===== src/rtl/spi_slave_frame_buf.sv =====
// spi_slave_frame_buf
//   SPI mode-0 slave that exchanges up to F_NUM frames of F_SIZE bits per
//   chip-select window. TX frames are preloaded on tx_data_i and driven
//   combinationally on MISO; received frames land in rx_data_o slots.
//
// Ports
//   SCLK         serial clock, all registers update on its rising edge
//   rst          asynchronous active-high reset
//   CS           active-low chip select; high = idle / abort
//   MOSI         serial data from master
//   MISO         serial data to master (combinational)
//   tx_data_i    F_NUM packed TX frames, frame k at [k*F_SIZE +: F_SIZE]
//   rx_data_o    F_NUM packed RX frames, same packing
//   f_cnt        completed frames in the current/last window
//   frame_done_o high after the edge that completes a frame
//   overrun_o    sticky, bits clocked after F_NUM frames
//   abort_o      sticky, CS rose mid-frame
module spi_slave_frame_buf #(
  parameter int F_SIZE    = 8,
  parameter int F_NUM     = 4,
  parameter int LSB_FIRST = 0,
  parameter int C_SIZE    = $clog2(F_SIZE),
  parameter int FC_SIZE   = $clog2(F_NUM) + 1
) (
  input  logic                      SCLK,
  input  logic                      rst,
  input  logic                      CS,
  input  logic                      MOSI,
  output logic                      MISO,
  input  logic [F_NUM*F_SIZE-1:0]   tx_data_i,
  output logic [F_NUM*F_SIZE-1:0]   rx_data_o,
  output logic [FC_SIZE-1:0]        f_cnt,
  output logic                      frame_done_o,
  output logic                      overrun_o,
  output logic                      abort_o
);

  localparam int                 FI_W       = (F_NUM > 1) ? $clog2(F_NUM) : 1;
  localparam logic [C_SIZE-1:0]  LAST_BIT   = C_SIZE'(F_SIZE - 1);
  localparam logic [FC_SIZE-1:0] NUM_FRAMES = FC_SIZE'(F_NUM);

  logic                active;
  logic                active_clr;
  logic [C_SIZE-1:0]   bit_cnt;
  logic [C_SIZE-1:0]   bc;
  logic [C_SIZE-1:0]   bp;
  logic [FC_SIZE-1:0]  fi;
  logic [FI_W-1:0]     fi_idx;
  logic                in_range;
  logic [F_SIZE-1:0]   shift_reg;
  logic [F_SIZE-1:0]   assembled;
  logic [F_SIZE-1:0]   tx_frames [F_NUM];
  logic [F_SIZE-1:0]   rx_frames [F_NUM];

  // Unpack TX frames and pack RX frames so slot addressing stays simple.
  for (genvar g = 0; g < F_NUM; g++) begin : g_slots
    assign tx_frames[g]                     = tx_data_i[g*F_SIZE +: F_SIZE];
    assign rx_data_o[g*F_SIZE +: F_SIZE]    = rx_frames[g];
  end

  // Window-active flag: dropping CS ends the window immediately, so the
  // first edge of the next window sees stale counters as zero.
  assign active_clr = rst | CS;

  always_ff @(posedge SCLK or posedge active_clr) begin
    if (active_clr) active <= 1'b0;
    else            active <= 1'b1;
  end

  // Effective counters and the bit position addressed this cycle.
  always_comb begin
    fi        = active ? f_cnt : '0;
    bc        = active ? bit_cnt : '0;
    bp        = (LSB_FIRST != 0) ? bc : (LAST_BIT - bc);
    in_range  = (fi < NUM_FRAMES);
    fi_idx    = fi[FI_W-1:0];
    assembled = shift_reg;
    assembled[bp] = MOSI;
  end

  // Mode-0: the addressed bit is visible before the first rising edge.
  assign MISO = (!CS && in_range) ? tx_frames[fi_idx][bp] : 1'b0;

  // Receive path. A nonzero bit_cnt seen while the window is inactive means
  // the previous window ended mid-frame; the partial frame is dropped.
  always_ff @(posedge SCLK or posedge rst) begin
    if (rst) begin
      bit_cnt      <= '0;
      f_cnt        <= '0;
      shift_reg    <= '0;
      frame_done_o <= 1'b0;
      overrun_o    <= 1'b0;
      abort_o      <= 1'b0;
      for (int i = 0; i < F_NUM; i++) rx_frames[i] <= '0;
    end else begin
      if (!active && (bit_cnt != '0)) abort_o <= 1'b1;
      if (!CS) begin
        if (in_range) begin
          shift_reg <= assembled;
          if (bc == LAST_BIT) begin
            rx_frames[fi_idx] <= assembled;
            bit_cnt           <= '0;
            f_cnt             <= fi + 1'b1;
            frame_done_o      <= 1'b1;
          end else begin
            bit_cnt      <= bc + 1'b1;
            f_cnt        <= fi;
            frame_done_o <= 1'b0;
          end
        end else begin
          overrun_o    <= 1'b1;
          frame_done_o <= 1'b0;
        end
      end
    end
  end

endmodule

===== config.mk =====
export PLATFORM = sky130hd
export DESIGN_NAME = spi_slave_frame_buf
export DESIGN_NICKNAME = d
export VERILOG_FILES = /design/src/rtl/spi_slave_frame_buf.sv
export SDC_FILE = /design/constraint.sdc
export NUM_CORES = 1
export LEC_CHECK = 0
export ABC_AREA = 1
export CAP_MARGIN = 20
export CELL_PAD_IN_SITES_DETAIL_PLACEMENT = 1
export CELL_PAD_IN_SITES_GLOBAL_PLACEMENT = 1
export CORE_MARGIN = 2
export CORE_UTILIZATION = 37
export CTS_BUF_LIST = sky130_fd_sc_hd__clkbuf_2
export DETAILED_ROUTE_END_ITERATION = 16
export PLACE_DENSITY = 0.91
export SYNTH_ARGS = -nofsm -noshare
export SYNTH_HDL_FRONTEND = slang
export SYNTH_SLANG_ARGS = --single-unit
export TNS_END_PERCENT = 5

===== constraint.sdc =====
create_clock -name SCLK -period 2.6 [get_ports SCLK]
set_clock_uncertainty 0.15 [all_clocks]
set_input_delay 0.26 -clock SCLK [delete_from_list [all_inputs] [get_ports SCLK]]
set_output_delay 0.26 -clock SCLK [all_outputs]
set_load 0.1 [all_outputs]

; ---- Word level (Yosys, flattened, before mapping)
; Index checks and enable logic that the tools add are counted.
[totals]
memories = 0
mem_bits_ro = 0
out_inout_bits = 39
ramBits = 0
input_bits = 36
wordCells = 52
latch_bits = 0
register_bits = 50
[classes]
shift = 0
n_eq_ne = 1
n_bitwise = 4
muxes = 18
n_reduce_logical = 10
n_div = 0
add_sub_neg = 3
order_cmp = 5
multipliers = 0
[ops]
columns = op, n
row1 = $bwmux W32, 1
row2 = $mux W8, 3
row3 = $bmux W8 S2, 1
row4 = $demux W8 S2, 1
row5 = $mux W3, 4
row6 = $bwmux W8, 1
row7 = $add A3 B1 Y3 const B, 2
row8 = $mux W1, 5
row9 = $logic_and A1 B1 Y1, 4
row10 = $lt A3 B4 Y1 const B, 1
row11 = $reduce_and A2 Y1, 2
row12 = $bmux W1 S3, 1
row13 = $demux W1 S3, 1
row14 = $eq A3 B3 Y1 const B, 1
row15 = $ge A3 B1 Y1 const B, 1
row16 = $ge A3 B3 Y1 const B, 1
row17 = $lt A3 B1 Y1 const B, 1
row18 = $lt A3 B3 Y1 const B, 1
row19 = $not A2 Y3, 1
row20 = $reduce_and A3 Y1, 1
row21 = $reduce_bool A3 Y1, 1
row22 = $sub A3 B3 Y3 const A, 1
row23 = $logic_not A1 Y1, 2
row24 = $not A1 Y1, 2
row25 = $or A1 B1 Y1, 1

; ---- Longest topological paths before layout
[logic_depth]
ltp_word = 8
mapped_depth = 10
depth_no_buf = 9

; ---- Worst setup path before layout
; Ideal clock, no wire load.
[synth_timing]
kind = register to output
startpoint = register f_cnt[0]
endpoint = output MISO
n_path_buf = 1
path_stages_with_launch = 10
t_required_ps = 2190
slack_ps = -857
arrival_time_ps = 3047
cell_sequence = dfrtp_1 -> buf_2 -> nand2_1 -> inv_1 -> nand2_1 -> nand3_1 -> nand3_1 -> nand3_1 -> a21oi_1 -> nor2_1
[synth_via]
elab_chain_cells = 8
word_cells_on_any_way = 10
cone_classes = 1 x order compare / 7 x mux / 1 x bitwise / 1 x reduce/logical
[synth_rtl]
columns = element, line
row1 = "start, declared", 32  ; output logic [FC_SIZE-1:0] f_cnt,
row2 = "start signal, assigned", 103  ; f_cnt <= fi + 1'b1;
row3 = "start signal, assigned", 107  ; f_cnt <= fi;
row4 = $mux W3 (*), 72  ; fi = active ? f_cnt : '0;
row5 = $not A2 Y3 (implied by the code), 82  ; assign MISO = (!CS && in_range) ? tx_frames[fi_idx][bp] : 1'b0;
row6 = $bmux W8 S2, 82
row7 = $mux W8 (implied by the code) (2 in series), 82
row8 = $bmux W1 S3, 82
row9 = $mux W1 (implied by the code), 82
row10 = $mux W1 (*), 82
row11 = "end, declared", 29  ; output logic MISO,
; Every way passes the cells marked *; elsewhere a longest branch is shown, timed or not. The select of a mux whose other input is x is not followed.

; ---- Worst setup path in the final report
[layout_timing]
startpoint = register active
endpoint = output MISO
[layout_via]
elab_chain_cells = 8
word_cells_on_any_way = 12
cone_classes = 1 x add/sub / 1 x order compare / 8 x mux / 1 x bitwise / 1 x reduce/logical
[layout_rtl]
columns = element, line
row1 = "start, declared", 42  ; logic active;
row2 = "start signal, assigned", 66  ; if (active_clr) active <= 1'b0;
row3 = "start signal, assigned", 67  ; else active <= 1'b1;
row4 = $mux W3, 72
row5 = $not A2 Y3 (implied by the code), 82
row6 = $bmux W8 S2, 82
row7 = $mux W8 (implied by the code) (2 in series), 82
row8 = $bmux W1 S3, 82
row9 = $mux W1 (implied by the code), 82
row10 = $mux W1 (*), 82
; Marked as above.

==> flow_summary.json <==
{
  "initial_core_util": 0.3775,
  "cts_tree": "done",
  "wl_um": 6999,
  "synthAdderAreaFrac": 0.02976,
  "leakagePower_nw": 1.829,
  "grt_max_degree": 24,
  "synthArstFlopShare": 1.000,
  "cts_root_buffer": "clkbuf_2",
  "crit_slowest_cell": "dfrtp_2",
  "drtAntennaViolNets": 0,
  "synthTopCellsByArea": "dfrtp_1 50%, nand2_1 9.8%, mux2_2 8.0%, nand3_1 7.9%, mux2_1 6.3%",
  "core_um2": 6681,
  "vias_per_cell": 5.067,
  "total_power_w": 0.001777,
  "yosysTopAreaCellShare": 0.4960,
  "grt-ovfl-total": 0,
  "vias": 2128,
  "ys.flop_type": "dfrtp_1",
  "largest_register_ffs": 32,
  "grt_setup_unrepaired": "false",
  "status": "completed",
  "ir_drop_mv": 0.3719,
  "dp.final_hpwl_um": 5149,
  "syn-cell-area_um2": 2522,
  "powerDensity_nw_per_um2": 519.7,
  "path_class": "register to output port",
  "ctsLongestPathBuffers": 2,
  "crit_arrival_ns": 2.00,
  "regArea_um2": 1256,
  "setup_viol": 0,
  "die_w_um": 86.57,
  "drtIter0Drc": 44,
  "cts_sinks": 50,
  "grt_pass1_vias": 2389,
  "synth.most_common_cell": "nand2_1",
  "synth.avg_cell_area_um2": 9.815,
  "crit_top_cell": "nand2_1",
  "firstDrtPassIters": 4,
  "finalCriticalPeriod_ns": 2.407,
  "portBuffers": 74,
  "worstPathMaxFanout": 9,
  "num-nets-final": 382,
  "fmax_mhz": 415.4,
  "grt_pass1_wl_um": 11740,
  "drive_gt1_frac": 0.2647,
  "synth_seq_cells": 50,
  "post_drt_wl_per_cell_um": 16.66,
  "antenna_found_initial": 0,
  "clkLatencyLatePin_ns": 0.42,
  "path_clk_slew_ns": 0.23,
  "synth_top_family_by_area": "simple AND/OR/NAND/NOR gates",
  "synth_common_cells": "66 x nand2_1, 50 x dfrtp_1, 40 x nand3_1",
  "cts_htree_levels": 2,
  "tns_ns": 0,
  "rows": 30,
  "min_path_type": "primary input to register",
  "dieArea_um2": 7494,
  "ys_warn_count": 0,
  "end_kind": "output port",
  "syn_nets": 299,
  "drc_errors": 0,
  "synth_cell_types": 27,
  "syn_inst": 257,
  "die_y_um": 86.57,
  "worst_pin_slew_ns": 0.5408,
  "worstSetupStartpointType": "register",
  "maxSlewViolCount": 0,
  "diodes": 0,
  "nFillCells": 771,
  "reg2reg_depth": 5,
  "crit_path_cell_trace": "nand2_2 -> inv_2 -> nand3_1 -> nand3_1 -> nand2_1 -> nand2_1 -> nand2_1 -> nor2_4 -> buf_12",
  "max_slew_margin": 0.6357,
  "maxCapViolCount": 0,
  "synth-edff-count": 0,
  "synthXorXnorAreaFrac": 0,
  "ios": 75,
  "cts-buffers-inserted": 5,
  "worstHoldPathCells": 3,
  "min_period_over_period": 0.9259,
  "yosysTopAreaCell": "dfrtp_1",
  "area_growth_pct": 35.52,
  "synth_compound_area_frac": 0.04861,
  "yosysSeqAreaShare": 0.4960,
  "grtUsageTotal": 0.1981,
  "finalHoldViolCount": 0,
  "max_stage_delay_ns": 0.56,
  "yosys.area_share.simple": 0.2431,
  "synth_mux_area_frac": 0.1429,
  "multiInputGateArea_um2": 1205,
  "gp_congestion": 0.8043,
  "required_ns": 2.19
}
==> cell usage in the layout, fill, tap and decap left out, types with 2 or more instances in the layout <==
master / count
nand2_1: 64
dfrtp_1: 48
buf_4: 43
nand3_1: 40
clkdlybuf4s50_1: 35
mux2_2: 18
mux2_1: 14
inv_1: 12
o21ai_0: 10
ha_1: 6
nor2_1: 5
clkbuf_2: 5
nand2_2: 4
a21oi_1: 4
nor2_8: 4
inv_2: 3
a31oi_1: 2
nor2_4: 2
o21bai_1: 2
dlygate4sd3_1: 2
buf_6: 2
==> metrics by stage <==
stage               instance area, µm²  utilization  worst slack [ns]  instances  hold slack (ns)
floorplan                         2531            -           0.04808        257          -0.1322
global placement                  3288       0.4921            0.3078        409           0.3111
detailed placement                3288       0.4921            0.1941        409           0.3159
CTS                               3376       0.5052           0.03966        418           0.3605
global route                      3418       0.5116           0.01053        420           0.3832
finish                            3418       0.5116            0.1927        420           0.3631
==> cell families (layout without fill, tap and decap cells) <==
| kind of cell | after synthesis | count (layout) |
|---|---|---|
| buffers and inverters | 23 | 106 |
| AOI/OAI and AO/OA | 22 | 22 |
| adders and majority gates | 6 | 6 |
| and+or+nand+nor | 123 | 123 |
| other | 1 | 1 |
| muxes | 32 | 32 |
| DFF | 50 | 50 |
==> path summary, 6_finish.rpt <==
kind                               from       endpoint  slack, ns
setup / recovery                 active           MISO       0.19
hold / removal                       CS   frame_done_o       0.36
setup reg to reg                 active  rx_data_o[17]       0.58
hold reg to reg            shift_reg[3]   shift_reg[3]       0.36
max in group asynchronous           rst  rx_data_o[17]       1.08
min in group asynchronous            CS         active       0.53
==> worst max-delay path: cells and delay by family, from the launching register on <==
family / cells / cell delay, ns
and+or+nand+nor: 7 / 0.66
buffers and inverters: 2 / 0.35
DFF: 1 / 0.56
==> area by class of cell <==
cell class,count,area share
Clock buffer,5,0.007321
Clock inverter,2,0.009883
Sequential cell,50,0.3675
Multi-Input combinational cell,184,0.3525
Inverter,16,0.01830
Tap cell,80,0.02928
Timing Repair Buffer,83,0.2152
==> what timing repair did <==
action	in CTS	in global routing
resized for setup	3	8
hold buffers	2	0
buffers inserted	0	2
endpoints found under the hold margin	1	0
gates cloned	0	0
endpoints found under the setup margin	1	1
==> layer usage <==
layer,track usage,vias to the layer above,share of wire
met5,0,-,0
met4,0.04261,0,0.011
met3,0.04095,7,0.056
met2,0.3566,58,0.51
met1,0.2448,1037,0.43
li1,-,1026,-
==> power by group <==
part | leakage [nW] | switching (W) | internal [W] | total, W
logic | 1.12 | 0.000351 | 0.000163 | 0.000514
registers | 0.671 | 0.0000380 | 0.000833 | 0.000871
clock network | 0.0365 | 0.000237 | 0.000154 | 0.000391
total | 1.83 | 0.000626 | 0.00115 | 0.00178
(Power assumes the default switching activity.)
